File: config.mk
export PLATFORM = sky130hd
export DESIGN_NAME = regfile_write_arbiter
export DESIGN_NICKNAME = d
export VERILOG_FILES = /design/src/rtl/regfile_write_arbiter.sv
export SDC_FILE = /design/constraint.sdc
export NUM_CORES = 1
export LEC_CHECK = 0
export ABC_CLOCK_PERIOD_IN_PS = 5500
export BUFFER_PORTS_ARGS = -buffer_cell sky130_fd_sc_hd__buf_2
export CAP_MARGIN = 20
export CELL_PAD_IN_SITES_DETAIL_PLACEMENT = 0
export CELL_PAD_IN_SITES_GLOBAL_PLACEMENT = 1
export CORE_UTILIZATION = 40
export DETAILED_ROUTE_END_ITERATION = 10
export PLACE_DENSITY_LB_ADDON = 0.1
export SLEW_MARGIN = 0
export SYNTH_ARGS = -nofsm -noshare
export SYNTH_HDL_FRONTEND = slang
export SYNTH_SLANG_ARGS = --single-unit
File: constraint.sdc
create_clock -name clk -period 5.5 [get_ports clk]
set_input_delay 0.275 -clock clk [delete_from_list [all_inputs] [get_ports clk]]
set_output_delay 0.275 -clock clk [all_outputs]
set_load 0.02 [all_outputs]
File: src/rtl/regfile_write_arbiter.sv
// regfile_write_arbiter: write-port controller for the 8 x 8-bit register file.
// Shares one write path between N_REQ requesters with round-robin arbitration
// and a valid/ready handshake, turning each accepted write into a one-cycle
// one-hot register enable plus data. After reset or clr it walks every
// register once, writing INIT_VAL.
// Optional feature macro: REGARB_R0_ZERO_EN (r0 acts as a constant-zero
// register and err_r0 flags attempted writes to it).

module regfile_write_arbiter #(
  parameter int                N_REQ    = 3,
  parameter int                DATA_W   = 8,
  parameter int                N_REG    = 8,
  parameter logic [DATA_W-1:0] INIT_VAL = '0
) (
  input  logic                    clk,
  input  logic                    reset,
  input  logic                    clr,
  input  logic                    stall,
  input  logic [N_REQ-1:0]        req_valid,
  input  logic [3*N_REQ-1:0]      req_addr,
  input  logic [DATA_W*N_REQ-1:0] req_data,
  output logic [N_REQ-1:0]        req_ready,
  output logic [N_REG-1:0]        wr_en,
  output logic [DATA_W-1:0]       wr_data,
  output logic                    busy,
  output logic                    err_r0
);

  typedef enum logic {
    INIT,
    RUN
  } state_t;

  state_t            state;
  logic [2:0]        idx;
  logic [2:0]        ptr;
  logic [2:0]        win;
  logic [2:0]        cand;
  logic              found;
  logic [7:0]        valid_ext;
  logic [2:0]        win_addr;
  logic [DATA_W-1:0] win_data;
  logic [DATA_W-1:0] init_data;
  logic              r0_hit;

  // Zero-extend the request vector so a 3-bit candidate index always fits.
  assign valid_ext = 8'(req_valid);

  // Round-robin scan starting at ptr; the first valid requester wins.
  // clr and stall both suppress the grant, and nothing is granted in INIT.
  always_comb begin
    found = 1'b0;
    win   = 3'd0;
    cand  = 3'd0;
    if (state == RUN && !clr && !stall) begin
      for (int k = 0; k < N_REQ; k++) begin
        cand = ptr + 3'(k);
        if (cand >= 3'(N_REQ)) begin
          cand = cand - 3'(N_REQ);
        end
        if (!found && valid_ext[cand]) begin
          found = 1'b1;
          win   = cand;
        end
      end
    end
  end

  // Turn the winner index into the one-hot ready vector.
  always_comb begin
    req_ready = '0;
    for (int i = 0; i < N_REQ; i++) begin
      req_ready[i] = found && (win == 3'(i));
    end
  end

  assign win_addr = req_addr[int'(win)*3 +: 3];
  assign win_data = req_data[int'(win)*DATA_W +: DATA_W];

`ifdef REGARB_R0_ZERO_EN
  // r0 is hard-wired to zero: init writes 0 there and run-time writes are masked.
  assign init_data = (idx == 3'd0) ? '0 : INIT_VAL;
  assign r0_hit    = (win_addr == 3'd0);
`else
  // r0 is an ordinary register.
  assign init_data = INIT_VAL;
  assign r0_hit    = 1'b0;
`endif

  assign busy = (state == INIT);

  // Control FSM plus registered write stage: clr beats stall beats requests.
  always_ff @(posedge clk or negedge reset) begin
    if (!reset) begin
      state   <= INIT;
      idx     <= 3'd0;
      ptr     <= 3'd0;
      wr_en   <= '0;
      wr_data <= '0;
    end else if (clr) begin
      state <= INIT;
      idx   <= 3'd0;
      wr_en <= '0;
    end else if (state == INIT) begin
      wr_en   <= N_REG'(1) << idx;
      wr_data <= init_data;
      if (idx == 3'(N_REG - 1)) begin
        state <= RUN;
        idx   <= 3'd0;
      end else begin
        idx <= idx + 3'd1;
      end
    end else if (found) begin
      wr_en   <= r0_hit ? '0 : (N_REG'(1) << win_addr);
      wr_data <= win_data;
      ptr     <= (win == 3'(N_REQ - 1)) ? 3'd0 : win + 3'd1;
    end else begin
      wr_en <= '0;
    end
  end

`ifdef REGARB_R0_ZERO_EN
  logic err_q;

  // Sticky r0-write flag, cleared only by reset or clr.
  always_ff @(posedge clk or negedge reset) begin
    if (!reset) begin
      err_q <= 1'b0;
    end else if (clr) begin
      err_q <= 1'b0;
    end else if (found && r0_hit) begin
      err_q <= 1'b1;
    end
  end

  assign err_r0 = err_q;
`else
  assign err_r0 = 1'b0;
`endif

endmodule

# After elaboration in Yosys (flattened, before gate mapping)
# Cells that the tools add are included.
# Widths: inputs -> output; s select.
word_totals:
  output_inout_bits: 21
  mem_count: 0
  romBits: 0
  wordCells: 78
  ff_bits: 23
  mem_bits_rw: 0
  latch_bits: 0
op_classes:
  order_cmp: 6
  muxes: 34
  shift: 4
  add_sub_neg: 7
  eq_ne: 5
  n_reduce_logical: 14
  div: 0
  mul: 1
  n_bitwise: 2
ops:
  columns: ["operator", "n"]
  rows:
  - ["$mux 3", 14]
  - ["$mux 8", 5]
  - ["$shiftx 24x7->8", 1]
  - ["$shl 1x3->8 const A", 2]
  - ["$lt 3x4->1 const B", 3]
  - ["$mux 1", 12]
  - ["$add 3x1->3 const B", 3]
  - ["$bmux 1 s3", 3]
  - ["$ge 3x2->1 const B", 3]
  - ["$shiftx 9x6->3", 1]
  - ["$sub 3x2->3 const B", 3]
  - ["$logic_and 1x1->1", 7]
  - ["$mul 3x2->5 const B", 1]
  - ["$logic_not 1->1", 4]
  - ["$add 3x2->3 const B", 1]
  - ["$eq 3x1->1 const B", 1]
  - ["$eq 3x2->1 const B", 1]
  - ["$eq 3x3->1 const B", 1]
  - ["$logic_not 3->1", 1]
  - ["$reduce_and 3->1", 1]
  - ["$ne 2x1->1 const B", 1]
  - ["$ne 2x2->1 const B", 1]
  - ["$not 1->1", 2]
  - ["$reduce_and 2->1", 1]

# Logic depth before layout (Yosys ltp)
depth:
  depth_word: 22
  depth_mapped: 15

# Worst setup path after synthesis
# OpenSTA, ideal clock, no wires.
synth_path:
  path_kind: "flip-flop to output port"
  startpoint: "register ptr[1]"
  endpoint: "output port req_ready[0]"
  arrival_ns: 3.364
  slack_ns: 1.861
  path_stages_with_launch: 13
  cell_sequence: "dfrtp_1 > ha_1 > ha_1 > ha_1 > nand2b_1 > a211oi_1 > o21ai_0 > a211o_1 > or3_1 > and3_1 > buf_6 > buf_2 > nor3_1"
synth_via:
  elab_chain_len: 17
synth_lines:
  columns: ["element", "line_no", "source"]
  rows:
  - ["from (decl)", "36", "logic [2:0] ptr;"]
  - ["from (signal assigned)", "116", "ptr <= (win == 3'(N_REQ - 1)) ? 3'd0 : win + 3'd1;"]
  - ["parallel branches: the longest is 16 deep, another holds $add 3x1->3", null, null]
  - ["$logic_and 1x1->1 *", "73", "req_ready[i] = found && (win == 3'(i));"]
  - ["to (decl)", "22", "output logic [N_REQ-1:0] req_ready,"]
# Every way passes the cells marked *. The select of a mux whose other input is x is not followed.

# Worst setup path after layout
layout_path:
  startpoint: "register ptr[0]"
  endpoint: "register wr_en[1]"
layout_via:
  elab_chain_len: 21
layout_lines:
  columns: ["element", "line_no", "source"]
  rows:
  - ["parallel branches: the longest is 18 deep, another holds $add 3x1->3", null, null]
  - ["$mux 8 *", "113", "end else if (found) begin"]
  - ["$mux 8 *", "104", "end else if (state == INIT) begin"]
  - ["$mux 8 *", "100", "end else if (clr) begin"]
  - ["to (signal assigned)", "105", "wr_en <= N_REG'(1) << idx;"]
  - ["to (signal assigned)", "114", "wr_en <= r0_hit ? '0 : (N_REG'(1) << win_addr);"]
  - ["to (decl)", "23", "output logic [N_REG-1:0] wr_en,"]
# Marked as above.
# A chain may end at the register's enable or synchronous reset.

==> flow_metrics.env <==
export IMPL_status="finished, final reports clean"
export IMPL_pin_count=61
export IMPL_synth_edf_count=0
export IMPL_dp_cells=296
export IMPL_dieWidth_um=69.2
export IMPL_pwr_share_clk=0.223
export IMPL_layout_commonest_cell="buf_2"
export IMPL_root_buffer="clkbuf_8"
export IMPL_fin_crit_ns=4.17
export IMPL_hold_violations=0
export IMPL_ir_drop_v=0.000105
export IMPL_yosysSeqAreaShare=0.319
export IMPL_yosys_warnings=0
export IMPL_final_util=0.498
export IMPL_seqPwrFrac=0.383
export IMPL_maxCapViolCount=0
export IMPL_synth_top_family_by_area="compound AO/OA/AOI/OAI gates"
export IMPL_clk_latency_ns=0.27
export IMPL_synth_xor_area_frac=0
export IMPL_drcViolationCount=0
export IMPL_tightest_slew_ns=0.731
export IMPL_hold_path_class="in2reg"
export IMPL_synth_cells=195
export IMPL_htreeDepth=1
export IMPL_synth_compound_area_frac=0.297
export IMPL_synthArstFlopShare=1.00
export IMPL_fp_dieH_um=69.2
export IMPL_synth_ff_type="dfrtp_1"
export IMPL_worstPathMaxFanout=24
export IMPL_arrival_ns=4.37
export IMPL_path_clk_slew_ns=0.08
export IMPL_gr_total_overflow=0
export IMPL_swShare=0.359
export IMPL_internal_power_mw=0.309
export IMPL_fmax_mhz=240
export IMPL_firstDrtPassIters=4
export IMPL_fin_worst_skew_ns=0.00429
export IMPL_viasPerCell=5.59
export IMPL_synthesis_nets=250
export IMPL_fin_tns_setup_ns=0
export IMPL_drive_gt1_frac=0.305
export IMPL_endpoint_kind="flip-flop"
export IMPL_grt_pass1_wl_mm=7.31
export IMPL_stdcell_count=301
export IMPL_synthMuxAreaShare=0.0367
export IMPL_max_stage_delay_ns=0.53
export IMPL_start_util=0.415
export IMPL_critPathMostFrequentCell="ha_1"
export IMPL_layout_setup_ws_ns=1.33
export IMPL_yosysUniqueCellTypes=52
export IMPL_fin_nets=305
export IMPL_syn2layout_area_growth_pct=20.2
export IMPL_finalCritPeriodShare=0.757
export IMPL_syn_area_per_cell_um2=9.26
export IMPL_p_per_area_mw_per_mm2=222
export IMPL_dpl_worst_slack_ns=1.35
export IMPL_numCtsBuffers=3
export IMPL_cts_path_max_buffers=2
export IMPL_grt_max_degree=26
export IMPL_synthAdderAreaFrac=0.104
export IMPL_grt_antenna_before_repair=0
export IMPL_wl_per_cell_um=14.3
export IMPL_dp_hpwl_mm=3.34
export IMPL_final_antenna_net_count=0
export IMPL_drt_initial_drc_count=95
export IMPL_vias=1683
export IMPL_drt_wl_total_mm=4.30
export IMPL_critPathSlowestCell="a2111oi_4"
export IMPL_p_leak_nw=1.11
export IMPL_synth_area_mm2=0.00181
export IMPL_rsz0062_at_grt="false"
export IMPL_tritoncts="built"
export IMPL_crit_chain="buf_4 -> ha_1 -> ha_1 -> ha_1 -> nand2b_1 -> a211oi_1 -> o21ai_0 -> a211o_1 -> a2111oi_4 -> buf_4 -> mux2_2 -> mux2_4 -> nor3_2 -> a32o_1"
export IMPL_hold_ws_ns=0.230
export IMPL_diodes=0
export IMPL_grt_pass1_vias=1586
export IMPL_place_congestion=0.824
export IMPL_portBuffers=59
export IMPL_synthSimpleGateAreaFrac=0.177
export IMPL_startpoint_type="flip-flop"
export IMPL_setup_viol=0
export IMPL_post_cts_buffers=0
export IMPL_grt_usage=0.188
export IMPL_maxSlewHeadroom=0.512
export IMPL_core_area_mm2=0.00435
export IMPL_ys_ff_latch=23
export IMPL_slew_viol_final=0
export IMPL_required_ns=5.71
export IMPL_critPathKind="reg2reg"
export IMPL_final_cell_mix="59 x buf_2, 23 x dfrtp_1, 15 x ha_1"
export IMPL_power_frac_comb=0.394
export IMPL_switchingPower_mw=0.173
export IMPL_cts_num_sinks=23
export IMPL_num_rows=24
export IMPL_dieArea_mm2=0.00479
## power groups by stage
stage | registers (mW) | clock network [mW] | logic (mW)
after floorplan | 0.191 | 0 | 0.137
after global placement | 0.188 | 0 | 0.190
after detailed placement | 0.188 | 0 | 0.187
after CTS | 0.185 | 0.113 | 0.189
after global routing | 0.187 | 0.118 | 0.214
final | 0.185 | 0.108 | 0.190
## worst max-delay path, delay by kind of cell, from the launching register on
kind / cells / cell delay (ns)
flip-flops: 1 / 0.36
adder cells (fa/ha/maj): 3 / 0.79
buffers and inverters: 2 / 0.47
AND/OR/NAND/NOR: 2 / 0.39
multiplexers: 2 / 0.64
AO/OA/AOI/OAI: 5 / 1.45
## synthesized netlist by cell type, types with 5 or more instances
master,n,area share
a21oi_1,11,0.030
a22o_1,7,0.034
clkbuf_1,5,0.010
dfrtp_1,23,0.32
ha_1,15,0.10
inv_1,13,0.027
nand2_1,6,0.012
nand2b_1,6,0.021
nand3_1,6,0.017
nor2_1,13,0.027
nor3_1,7,0.019
o21ai_0,13,0.036
## cell type report
type / instances / area (um2)
fill: 432 / 2180
timing repair buffer: 62 / 320
tap: 52 / 65.1
clock inverter: 1 / 5.00
multi-input combinational: 147 / 1110
inverter: 13 / 48.8
clock buffer: 3 / 41.3
sequential: 23 / 576
## kinds of logic (layout without fill, tap and decap cells)
family | Yosys count | in the layout
buf+inv | 25 | 79
fa+ha+maj | 15 | 15
compound gates | 67 | 67
other cells | 1 | 1
mux | 6 | 6
simple gates | 58 | 58
flops | 23 | 23
## worst paths after layout
path	from	end	slack (ns)	depth (start not counted)
max	ptr[0]	wr_en[1]	1.33	14
min	req_data[23]	wr_data[7]	0.23	3
max reg2reg	ptr[0]	wr_en[1]	1.33	14
min reg2reg	wr_data[0]	wr_data[0]	0.50	2
max in group asynchronous	reset	ptr[0]	4.62	2
min in group asynchronous	reset	wr_en[5]	0.52	2
## routing by layer
layer	part of all wire	track usage	routed length (um)	vias up
li1	-	-	-	831
met1	0.49	0.270	2120	783
met2	0.44	0.292	1900	65
met3	0.056	0.0262	241	4
met4	0.011	0.0612	46	0
met5	0	0	0	-
## state kept, by name (all words and copies together) (netlist names)
signal and cells:
idx 3, wr_en 8, ptr 3, state 1, wr_data 8
## metrics by stage
step / total power [mW] / area [um2]
final: 0.482 / 2170
after global routing: 0.519 / 2170
after CTS: 0.486 / 2170
after detailed placement: 0.375 / 2110
after global placement: 0.378 / 2110
after floorplan: 0.328 / 1810
## what timing repair did
action / CTS / global route
endpoints found under the setup margin: 0 / 0
hold buffers: 1 / 0
hold endpoints to repair: 23 / 0
gates resized for setup: 0 / 0
Power figures use the tool's default switching activity.
